--- src/rtl/tlp_arb_pkg.sv ---
// tlp_arb_pkg: shared state enum and field widths for the TLP transmit arbiter.
package tlp_arb_pkg;
   typedef enum logic {IDLE, LOCKED} state_e;
   localparam int TLP_EMPTY_W   = 3;
   localparam int TLP_CHANNEL_W = 8;
   localparam int MAX_SOURCES   = 8;
endpackage

--- src/rtl/tlp_tx_arbiter_rr_pick.sv ---
// rr_pick: combinational round-robin picker, search starts just after last_i.
// With TLP_TX_ARB_STRICT_PRIO_EN defined, req_i[0] always wins.
module rr_pick #(
   parameter  int N  = 2,
   localparam int IW = $clog2(N)
) (
   input  logic [N-1:0]  req_i,
   input  logic [IW-1:0] last_i,
   output logic [IW-1:0] win_o,
   output logic          any_o
);
   assign any_o = |req_i;
   // Descending scan so the nearest requester after last_i is written last.
   always_comb begin
      win_o = '0;
      for (int k = N; k >= 1; k--)
         if (req_i[(int'(last_i) + k) % N]) win_o = IW'((int'(last_i) + k) % N);
`ifdef TLP_TX_ARB_STRICT_PRIO_EN
      if (req_i[0]) win_o = '0;
`endif
   end
endmodule

--- src/rtl/tlp_tx_arbiter.sv ---
// tlp_tx_arbiter: packet-granular arbiter of NUM_SOURCES Avalon-ST TLP sources onto one stream.
// Define TLP_TX_ARB_STRICT_PRIO_EN to give source 0 strict priority at every pick point.
module tlp_tx_arbiter
   import tlp_arb_pkg::*;
#(
   parameter int NUM_SOURCES = 2,
   parameter int DATA_W      = 256
) (
   input  logic                                      clk,
   input  logic                                      reset_n,
   input  logic [NUM_SOURCES-1:0][DATA_W-1:0]        src_data,
   input  logic [NUM_SOURCES-1:0][TLP_EMPTY_W-1:0]   src_empty,
   input  logic [NUM_SOURCES-1:0]                    src_startofpacket,
   input  logic [NUM_SOURCES-1:0]                    src_endofpacket,
   input  logic [NUM_SOURCES-1:0]                    src_valid,
   output logic [NUM_SOURCES-1:0]                    src_ready,
   output logic [DATA_W-1:0]                         tlp_tx_st_data,
   output logic [TLP_EMPTY_W-1:0]                    tlp_tx_st_empty,
   output logic                                      tlp_tx_st_startofpacket,
   output logic                                      tlp_tx_st_endofpacket,
   output logic                                      tlp_tx_st_valid,
   output logic [TLP_CHANNEL_W-1:0]                  tlp_tx_st_channel,
   input  logic                                      tlp_tx_st_ready,
   output logic                                      sop_err
);
   localparam int IW = $clog2(NUM_SOURCES);
   state_e        state_q, state_d;
   logic [IW-1:0] grant_q, grant_d, last_q, last_d, win;
   logic          first_q, first_d, sop_err_q, sop_err_d;
   logic          any, locked, g_valid, hs;
   assign locked  = state_q == LOCKED;
   assign g_valid = locked && src_valid[grant_q];
   assign hs      = g_valid && tlp_tx_st_ready;
   // While locked the only pick point is the eop handshake, where the search starts after grant.
   rr_pick #(.N(NUM_SOURCES)) u_pick (
      .req_i (src_valid),
      .last_i(locked ? grant_q : last_q),
      .win_o (win),
      .any_o (any)
   );
   assign tlp_tx_st_valid         = g_valid;
   assign tlp_tx_st_data          = locked ? src_data[grant_q] : '0;
   assign tlp_tx_st_empty         = locked ? src_empty[grant_q] : '0;
   assign tlp_tx_st_startofpacket = locked && src_startofpacket[grant_q];
   assign tlp_tx_st_endofpacket   = locked && src_endofpacket[grant_q];
   assign tlp_tx_st_channel       = locked ? TLP_CHANNEL_W'(grant_q) : '0;
   assign src_ready               = (locked && tlp_tx_st_ready) ? NUM_SOURCES'(1) << grant_q : '0;
   assign sop_err                 = sop_err_q;
   always_comb begin
      state_d   = state_q;
      grant_d   = grant_q;
      last_d    = last_q;
      first_d   = first_q;
      sop_err_d = sop_err_q | (g_valid & first_q & ~src_startofpacket[grant_q]);
      if (!locked) begin
         if (any) begin
            state_d = LOCKED;
            grant_d = win;
            first_d = 1'b1;
         end
      end else if (hs) begin
         first_d = 1'b0;
         if (src_endofpacket[grant_q]) begin
            last_d  = grant_q;
            first_d = any;
            grant_d = any ? win : grant_q;
            state_d = any ? LOCKED : IDLE;
         end
      end
   end
   always_ff @(posedge clk or negedge reset_n) begin
      if (!reset_n) begin
         state_q   <= IDLE;
         grant_q   <= '0;
         last_q    <= IW'(NUM_SOURCES - 1);
         first_q   <= 1'b0;
         sop_err_q <= 1'b0;
      end else begin
         state_q   <= state_d;
         grant_q   <= grant_d;
         last_q    <= last_d;
         first_q   <= first_d;
         sop_err_q <= sop_err_d;
      end
   end
endmodule

--- config.mk ---
export PLATFORM = sky130hd
export DESIGN_NAME = tlp_tx_arbiter
export DESIGN_NICKNAME = d
export VERILOG_FILES = /design/src/rtl/tlp_arb_pkg.sv /design/src/rtl/tlp_tx_arbiter_rr_pick.sv /design/src/rtl/tlp_tx_arbiter.sv
export SDC_FILE = /design/constraint.sdc
export NUM_CORES = 1
export LEC_CHECK = 0
export BUFFER_PORTS_ARGS = -buffer_cell sky130_fd_sc_hd__buf_2
export CORE_AREA = 2 2 310 312
export DETAILED_ROUTE_END_ITERATION = 16
export DIE_AREA = 0 0 312 314
export GPL_TIMING_DRIVEN = 0
export PLACE_DENSITY_LB_ADDON = 0.05
export RECOVER_POWER = 100
export SLEW_MARGIN = 5
export SYNTH_ARGS = -nofsm -noshare
export SYNTH_HDL_FRONTEND = slang
export SYNTH_SLANG_ARGS = --single-unit
--- constraint.sdc ---
create_clock -name clk -period 2.1 [get_ports clk]
set_input_delay 0.63 -clock clk [delete_from_list [all_inputs] [get_ports clk]]
set_output_delay 0.63 -clock clk [all_outputs]
set_load 0.1 [all_outputs]
==> Word-level counts from Yosys, hierarchy flattened <==
Cells that the tools add are included.
{ "op_classes": {"n_shift": 1, "mux": 35, "n_addsub": 2, "reduce_logical": 10, "bitwise": 6, "n_eq_ne": 2, "magnitude_cmp": 3} }
{ "ops": {"columns": ["cell", "n"], "rows": [
  ["256-bit two-way mux", 3],
  ["1-bit two-way mux", 28],
  ["3-bit two-way mux", 3],
  ["2-bit by 3-bit < comparator with 1-bit output (second input constant)", 2],
  ["1-bit logical AND", 5],
  ["2-bit by 1-bit != test with 1-bit output (second input constant)", 2],
  ["2-bit AND reduction", 2],
  ["3-bit AND reduction", 1],
  ["1-bit adder (second input constant)", 2],
  ["1-bit bitwise AND", 2],
  ["1-bit bitwise AND (first input constant)", 2],
  ["1-bit by 2-bit < comparator with 1-bit output (second input constant)", 1],
  ["2-bit two-way mux", 1],
  ["2-bit nonzero test", 1],
  ["2-bit OR reduction", 1],
  ["1-bit by 1-bit << shifter with 2-bit output (first input constant)", 1],
  ["1-bit NOT", 1],
  ["1-bit bitwise OR", 1]
]} }
{ "word_totals": {"out_inout_bits": 273, "in_bits": 527, "word_cells": 64, "ff_bits": 5} }

==> Longest topological paths before layout <==
Gate-level depths: netlist (run 1).
{ "depth": {"word_depth": 12, "depth_mapped": 5, "mapped_depth_nobuf": 3} }

==> Cells and area by module <==
From an unflattened synthesis (run 1), not the netlist that was laid out.
{ "unflattened": {"hier_cells": 621, "area_unflattened_um2": 4869.7} }
{ "by_module_without_submodules": {"columns": ["mod", "cells_per_inst", "seq_area_each_um2", "instances", "area_per_inst_um2"], "rows": [
  ["tlp_tx_arbiter", 619, 126.4, 1, 4855.9],
  ["rr_pick", 2, 0.0, 1, 13.8]
]} }

==> Worst setup path after synthesis (run 1) <==
Ideal clock, no wire load.
{ "synth_path": {"path_type": "register to output", "start": "reg state_q (netlist: locked)", "end": "out tlp_tx_st_data[100]", "arrival_ns": 2.314, "n_path_buf": 3, "required_time_ns": 1.470, "setup_slack_ns": -0.844, "path_stages_with_launch": 5, "cell_sequence": "dfrtp_1 buf_2 clkbuf_1 clkbuf_1 nor2b_1"} }
{ "synth_via": {"elab_chain_len": 1} }
{ "synth_lines": {"columns": ["item", "line", "rtl"], "rows": [
  ["from (decl)", "tlp_tx_arbiter.sv:27", "state_e state_q, state_d;"],
  ["from (signal assigned)", "tlp_tx_arbiter.sv:79", "state_q <= state_d;"],
  ["256-bit two-way mux", "tlp_tx_arbiter.sv:42", "assign tlp_tx_st_data = locked ? src_data[grant_q] : '0;"],
  ["to (decl)", "tlp_tx_arbiter.sv:17", "output logic [DATA_W-1:0] tlp_tx_st_data,"]
]} }
No other way between the ends.

==> Worst setup path after layout (run 1) <==
{ "layout_path": {"start": "reg grant_q", "end": "out tlp_tx_st_data[199]"} }
{ "layout_via": {"elab_chain_len": 3} }
{ "layout_lines": {"columns": ["item", "line", "rtl"], "rows": [
  ["from (decl)", "tlp_tx_arbiter.sv:28", "logic [IW-1:0] grant_q, grant_d, last_q, last_d, win;"],
  ["from (signal assigned)", "tlp_tx_arbiter.sv:80", "grant_q <= grant_d;"],
  ["256-bit two-way mux (not written as such) (2 in series)", "tlp_tx_arbiter.sv:42", null],
  ["256-bit two-way mux", "tlp_tx_arbiter.sv:42", null]
]} }
No other way between the ends. The select of a mux whose other input is x is not followed.

==> reports/metrics.csv, run 1 <==
stage,metric,value,unit
yosys,"top cells by area, synth","mux2i_1 53%, nor2b_1 33%, buf_4 5.0%",
floorplan,Ports,800,
setup_path,R2R Path Start,grant_q$_DFFE_PN0P_,
timing,final setup fails,263,
timing,Worst Clk Skew,0.00138,ns
clock_network,Root Driver,clkbuf_16,
global_routing,largest net degree at the start of global routing,12,
routing,DRT iter0 DRCs,132,
yosys,Ys Warns,0,
timing,Max Slew Vio Count,0,
floorplan,row cnt,113,
timing,min Tclk post-route,2.34,ns
global_routing,number of global-route vias before repair,8418,
floorplan,die width,312,µm
yosys,register area share after synthesis,2.58,%
floorplan,starting density of the core,5.19,%
timing,endpoints failing hold,0,
placement,placed inst area,11100,µm²
clock_network,Worst-path clk slew,0.03,ns
placement,Final HPWL DP,42.7,mm
setup_path,Worst Setup End Kind,primary output,
routing,Final ANT Viol Nets,0,
routing,DRC,0,
setup_path,WP data arrival,1.71,ns
yosys,top post-synthesis cells by count,"262 x mux2i_1, 262 x nor2b_1, 33 x buf_4, 29 x clkbuf_1",
global_routing,global-route wire length before repair,64.6,mm
routing,routed len/inst,18.3,µm
setup_path,CP Launch Type,register,
setup_path,CP max FO,10,
timing,maximum clock frequency,428,MHz
floorplan,Die Area,98000,µm²
floorplan,die span in y,314,µm
timing,worst slew pin tran,0.524,ns
routing,Vias,7806,
routing,DR pass1 iterations,4,
placement,Final GP Congestion,0.804,
power_and_ir_drop,total chip power,24.8,mW
placement,placed cells,2678,
clock_network,H-tree Lvls,1,
run_status,violated checks,negative setup slack,
timing,Max-slew headroom,65.3,%
layout,Non-Filler Instances,2699,
layout,post-route core utilization,16.3,%
routing,DR vias/cell,2.89,
run_status,status,"finished, violations left",
setup_path,R2R setup slack,0.52,ns
timing,RSZ-0062 raised after global routing,yes,
setup_path,FF-to-FF path depth,5,
clock_network,"Clk Latency, worst-skew pair",0.23,ns
yosys,top-area cell type share of the netlist area,53.5,%
yosys,ys flop type,dfrtp_1,
timing,final critical-path share of the clock period,111,%
clock_network,Longest Clk Path Bufs,2,
global_routing,total global routing overflow,0,
timing,Setup WS post-layout,-0.236,ns
global_routing,GRT Total Usage,9.20,%
layout,fillcell total,10809,
yosys,synthesized area per cell,7.98,µm²
clock_network,clk sinks,5,
setup_path,R2R Path End,sop_err$_DFF_PN0_,
power_and_ir_drop,Peak VDD IR,704,µV
layout,fin nets,1954,
layout,synthesis-to-layout area growth,213,%
yosys,"FFs w/ async S/R, synth",100,%
floorplan,Core Box Area,94400,µm²
yosys,Synth Cell Area,4910,µm²
placement,PortBufs,792,
clock_network,CTS tree,done,
yosys,post-synth cell types,23,
power_and_ir_drop,Leakage,7.11,nW
timing,setup TNS,-42.79,ns
setup_path,Required @ worst endpoint,1.47,ns
clock_network,Num CTS Buffers,3,
clock_network,Post-CTS Hold Fix Bufs,0,
power_and_ir_drop,pwr dens,1610,nW/µm²
hold_path,Hold Path Class,in -> async,
setup_path,Setup CP Type,reg -> out,
layout,share of cells above drive strength 1,87.8,%
layout,cell area after layout,15400,µm²
yosys,Yosys reg bits,5,
yosys,Post-synth EDFFs,0,
flow_run,MaxCap Viol Count,0,
global_routing,antenna violations before repair,18,
routing,final wirelength,49.4,mm
yosys,Yosys top cell by area,mux2i_1,
yosys,synthesized instance count,615,
## power breakdown
part	internal (mW)	switching (mW)	total (mW)
registers	0.132	0.0198	0.151
logic	8.48	15.9	24.4
clock network	0.252	0.0623	0.314
total	8.86	16.0	24.8
## per-stage QoR
stage / setup WS [ns] / hold slack [ns]
after floorplan: -0.325 / 0.334
after global placement: -1.63 / 0.456
after detailed placement: -1.56 / 0.465
after CTS: -0.261 / 0.226
after global routing: -0.281 / 0.310
final: -0.236 / 0.279
## worst max path at each step
stage / from / end / slack (ns) / depth (start not counted)
after global routing: grant_q$_DFFE_PN0P_ / tlp_tx_st_data[125] / -0.28 / 6
after global placement: locked$_DFF_PN0_ / tlp_tx_st_data[113] / -1.63 / 5
after detailed placement: locked$_DFF_PN0_ / tlp_tx_st_data[113] / -1.56 / 5
after floorplan: locked$_DFF_PN0_ / tlp_tx_st_data[100] / -0.32 / 4
final: grant_q$_DFFE_PN0P_ / tlp_tx_st_data[199] / -0.24 / 6
after CTS: grant_q$_DFFE_PN0P_ / tlp_tx_st_data[113] / -0.26 / 6
## final cells by class
cell class | count | area [µm²] | area share (%)
multi-input cells | 549 | 5630 | 36.6
clock buffers | 4 | 78.8 | 0.513
repair buffers | 801 | 6990 | 45.4
diodes | 8 | 20.0 | 0.130
plain buffers | 67 | 958 | 6.23
well taps | 1265 | 1580 | 10.3
flip-flops and latches | 5 | 126 | 0.822
## layout by cell type (no fill, tap or decap), types with 4 or more instances in the layout
| cell type | synthesis | layout |
|---|---|---|
| mux2i_4 | 0 | 10 |
| diode_2 | 0 | 8 |
| buf_4 | 33 | 15 |
| clkbuf_4 | 0 | 16 |
| buf_8 | 0 | 21 |
| conb_1 | 1 | 7 |
| nor2b_2 | 0 | 256 |
| buf_6 | 1 | 113 |
| nor2b_4 | 0 | 5 |
| buf_16 | 0 | 8 |
| clkbuf_16 | 0 | 8 |
| buf_12 | 0 | 152 |
| clkbuf_8 | 0 | 5 |
| mux2i_1 | 262 | 146 |
| buf_2 | 4 | 530 |
| dfrtp_1 | 4 | 4 |
| mux2i_2 | 0 | 106 |
## timing repair
action	4_1_cts	5_1_grt
resized for setup	692	409
endpoints found under the setup margin	265	265
pin swaps	0	0
gates cloned	4	3
buffers inserted	1	1
## metal layers
metal | vias up | global-route usage [%] | share of wire (%)
li1 | 3714 | - | -
met1 | 3648 | 8.80 | 33
met2 | 396 | 19.5 | 59
met3 | 32 | 2.64 | 7.5
met4 | 16 | 0.918 | 0.91
met5 | - | 0 | 0.22
## worst max-delay path: stages (launching register included)
cell and delay [ns]:
dfrtp_1 0.38, buf_12 0.16, buf_16 0.17, buf_12 0.16
mux2i_4 0.19, nor2b_4 0.18, buf_12 0.19
## flip-flops by register name (all words and copies together) (netlist names)
register / cells
sop_err: 1
locked: 1
last_q: 1
first_q: 1
grant_q: 1
## cell families (layout without fill, tap and decap cells)
kind of cell | Yosys count | after routing | share of synthesized area [%]
AND/OR/NAND/NOR | 271 | 271 | 34.4
multiplexers | 263 | 263 | 53.8
buffers and inverters | 67 | 872 | 7.91
AO/OA/AOI/OAI | 8 | 8 | 1.33
flip-flops | 5 | 5 | 2.58
other | 1 | 15 | 0.0764
Note: power is estimated with default switching activity, not from simulation.
==> run 2, diff against run 1 <==
SKIP_LAST_GASP = 1   (was unset)
==> reports/metrics.csv, run 2 (synthesized netlist as in run 1, its figures left out) <==
stage,metric,value,unit,change
floorplan,die span in y,314,µm,unchanged
setup_path,crit path cell chain,buf_12 -> buf_16 -> buf_16 -> mux2i_2 -> nor2b_4 -> buf_12,,
setup_path,Setup CP Type,reg -> out,,
placement,"worst slack, placed",-1.56,ns,unchanged
timing,Max Slew Vio Count,0,,unchanged
placement,placed cells,2678,,unchanged
clock_network,H-tree Lvls,1,,unchanged
power_and_ir_drop,Pint,8.13,mW,-8.3%
clock_network,clk sinks,5,,unchanged
global_routing,met1 usage,8.82,%,+0.016 points
layout,share of cells above drive strength 1,86.1,%,-1.7 points
clock_network,"Clk Latency, worst-skew pair",0.23,ns,about the same
power_and_ir_drop,pwr dens,1620,nW/µm²,+0.56%
layout,register area,126,µm²,unchanged
routing,DRC,0,,unchanged
power_and_ir_drop,total chip power,23.9,mW,-3.6%
layout,fin nets,1957,,+0.15%
timing,worst slew pin tran,0.527,ns,+0.00257 ns
placement,PortBufs,792,,unchanged
routing,Vias,7808,,+0.026%
setup_path,CP Launch Type,register,,
clock_network,CTS tree,done,,
placement,placed inst area,11100,µm²,unchanged
clock_network,Num CTS Buffers,3,,unchanged
setup_path,CP max FO,7,,-3
timing,Worst Clk Skew,0.00260,ns,+0.00122 ns
layout,footprint of the multi-input gates,5550,µm²,-1.4%
power_and_ir_drop,Clock Power Share,1.3,%,about the same
routing,final wirelength,49.4,mm,about the same
global_routing,number of global-route vias before repair,8394,,-0.29%
floorplan,Ports,800,,unchanged
flow_run,MaxCap Viol Count,0,,unchanged
power_and_ir_drop,Leakage,6.93,nW,-2.6%
clock_network,Longest Clk Path Bufs,2,,unchanged
global_routing,total global routing overflow,0,,unchanged
layout,synthesis-to-layout area growth,200,%,
placement,Final GP Congestion,0.804,,unchanged
timing,min Tclk post-route,2.33,ns,-0.00555 ns
timing,setup TNS,-43.34,ns,-0.551 ns
hold_path,Hold Path Class,in -> async,,
routing,DRT iter0 DRCs,134,,+1.5%
global_routing,antenna violations before repair,17,,-1
timing,final setup fails,264,,+0.38%
floorplan,row cnt,113,,unchanged
power_and_ir_drop,Psw,15.8,mW,-1.1%
power_and_ir_drop,Seq pwr share,0.6,%,about the same
floorplan,starting density of the core,5.19,%,unchanged
placement,Final HPWL DP,42.7,mm,unchanged
global_routing,gr busiest metal,met2,,
run_status,violated checks,negative setup slack,,
timing,maximum clock frequency,429,MHz,+0.24%
global_routing,met3 Usage GRT,2.60,%,-0.046 points
layout,cell area after layout,14700,µm²,-4.2%
timing,RSZ-0062 raised after global routing,yes,,
setup_path,Max stage delay on crit path,0.38,ns,about the same
layout,post-route core utilization,15.6,%,-0.68 points
run_status,status,"finished, violations left",,
global_routing,GRT Total Usage,9.18,%,-0.021 points
power_and_ir_drop,Peak VDD IR,679,µV,-3.6%
layout,"most common cell after layout, fill and taps aside",buf_2,,
setup_path,worst path bufs/invs,4,,unchanged
layout,fillcell total,10861,,+0.48%
floorplan,Die Area,98000,µm²,unchanged
floorplan,Core Box Area,94400,µm²,unchanged
timing,Setup WS post-layout,-0.230,ns,+0.00555 ns
setup_path,Worst Setup End Kind,primary output,,
timing,endpoints failing hold,0,,unchanged
layout,"commonest non-fill, non-tap cells in the layout","530 x buf_2, 255 x nor2b_2, 170 x mux2i_1",,
routing,Final ANT Viol Nets,0,,unchanged
layout,Non-Filler Instances,2701,,+0.074%
setup_path,WP data arrival,1.70,ns,about the same
routing,DR pass1 iterations,4,,unchanged
global_routing,largest net degree at the start of global routing,12,,unchanged
setup_path,crit-path leading delay family,buffers and inverters,,
setup_path,Worst path slowest cell,dfrtp_1,,
clock_network,Root Driver,clkbuf_16,,
power_and_ir_drop,Switching Share,66.0,%,+1.7 points
global_routing,routing usage on met2,19.5,%,-0.056 points
timing,final critical-path share of the clock period,111,%,-0.26 points
routing,DR vias/cell,2.89,,about the same
global_routing,global-route wire length before repair,64.5,mm,-0.24%
power_and_ir_drop,Combinational Power Share,98.0,%,about the same
clock_network,Worst-path clk slew,0.03,ns,about the same
timing,Max-slew headroom,65.1,%,-0.17 points
timing,hold_ws,0.283,ns,+0.00398 ns
clock_network,Post-CTS Hold Fix Bufs,0,,unchanged
routing,routed len/inst,18.3,µm,-0.17%
floorplan,die width,312,µm,unchanged
setup_path,Required @ worst endpoint,1.47,ns,about the same
## run 2: changes by cell type in the layout (fill, tap and decap cells not counted), sizes merged
cell / change
clkbuf: +3
diode: -1
## run 2: power by group through the flow
stage                     registers (mW)  clock network [mW]  logic (mW)
after floorplan                    0.154                   0        15.3
after global placement             0.151                   0        18.7
after detailed placement           0.149                   0        18.6
after CTS                          0.152               0.319        21.5
after global routing               0.156               0.324        24.2
final                              0.151               0.316        23.5
## run 2: repair_timing
| action | in CTS | in global routing |
|---|---|---|
| setup buffers | 1 | 2 |
| resized for setup | 601 | 332 |
| cloned | 4 | 5 |
| pin swaps | 0 | 1 |
| setup endpoints to repair | 265 | 265 |
| endpoints found under the hold margin | 0 | 0 |
## run 2: cell type report
| class | count | area share [%] |
|---|---|---|
| timing repair buffer | 804 | 43.9 |
| multi-input combinational | 549 | 37.7 |
| tap | 1265 | 10.7 |
| buffer | 67 | 6.16 |
| sequential | 5 | 0.857 |
| clock buffer | 4 | 0.535 |
| antenna | 7 | 0.119 |
## run 2: path summary, 6_finish.rpt
kind / start / to / slack [ns] / cells after the start
min in group clk: sop_err$_DFF_PN0_ / sop_err$_DFF_PN0_ / 0.48 / 1
worst max-delay path: grant_q$_DFFE_PN0P_ / tlp_tx_st_data[113] / -0.23 / 6
worst max register to register: grant_q$_DFFE_PN0P_ / last_q$_DFFE_PN1P_ / 0.32 / 7
max in group asynchronous: reset_n / last_q$_DFFE_PN1P_ / 1.52 / 1
worst min register to register: sop_err$_DFF_PN0_ / sop_err$_DFF_PN0_ / 0.48 / 1
worst min-delay path: reset_n / locked$_DFF_PN0_ / 0.28 / 1
## run 2: per-layer routing
metal | up-vias | part of all wire (%)
met5 | - | 0.22
met1 | 3644 | 33
met2 | 393 | 59
li1 | 3721 | -
met3 | 34 | 7.4
met4 | 16 | 0.91
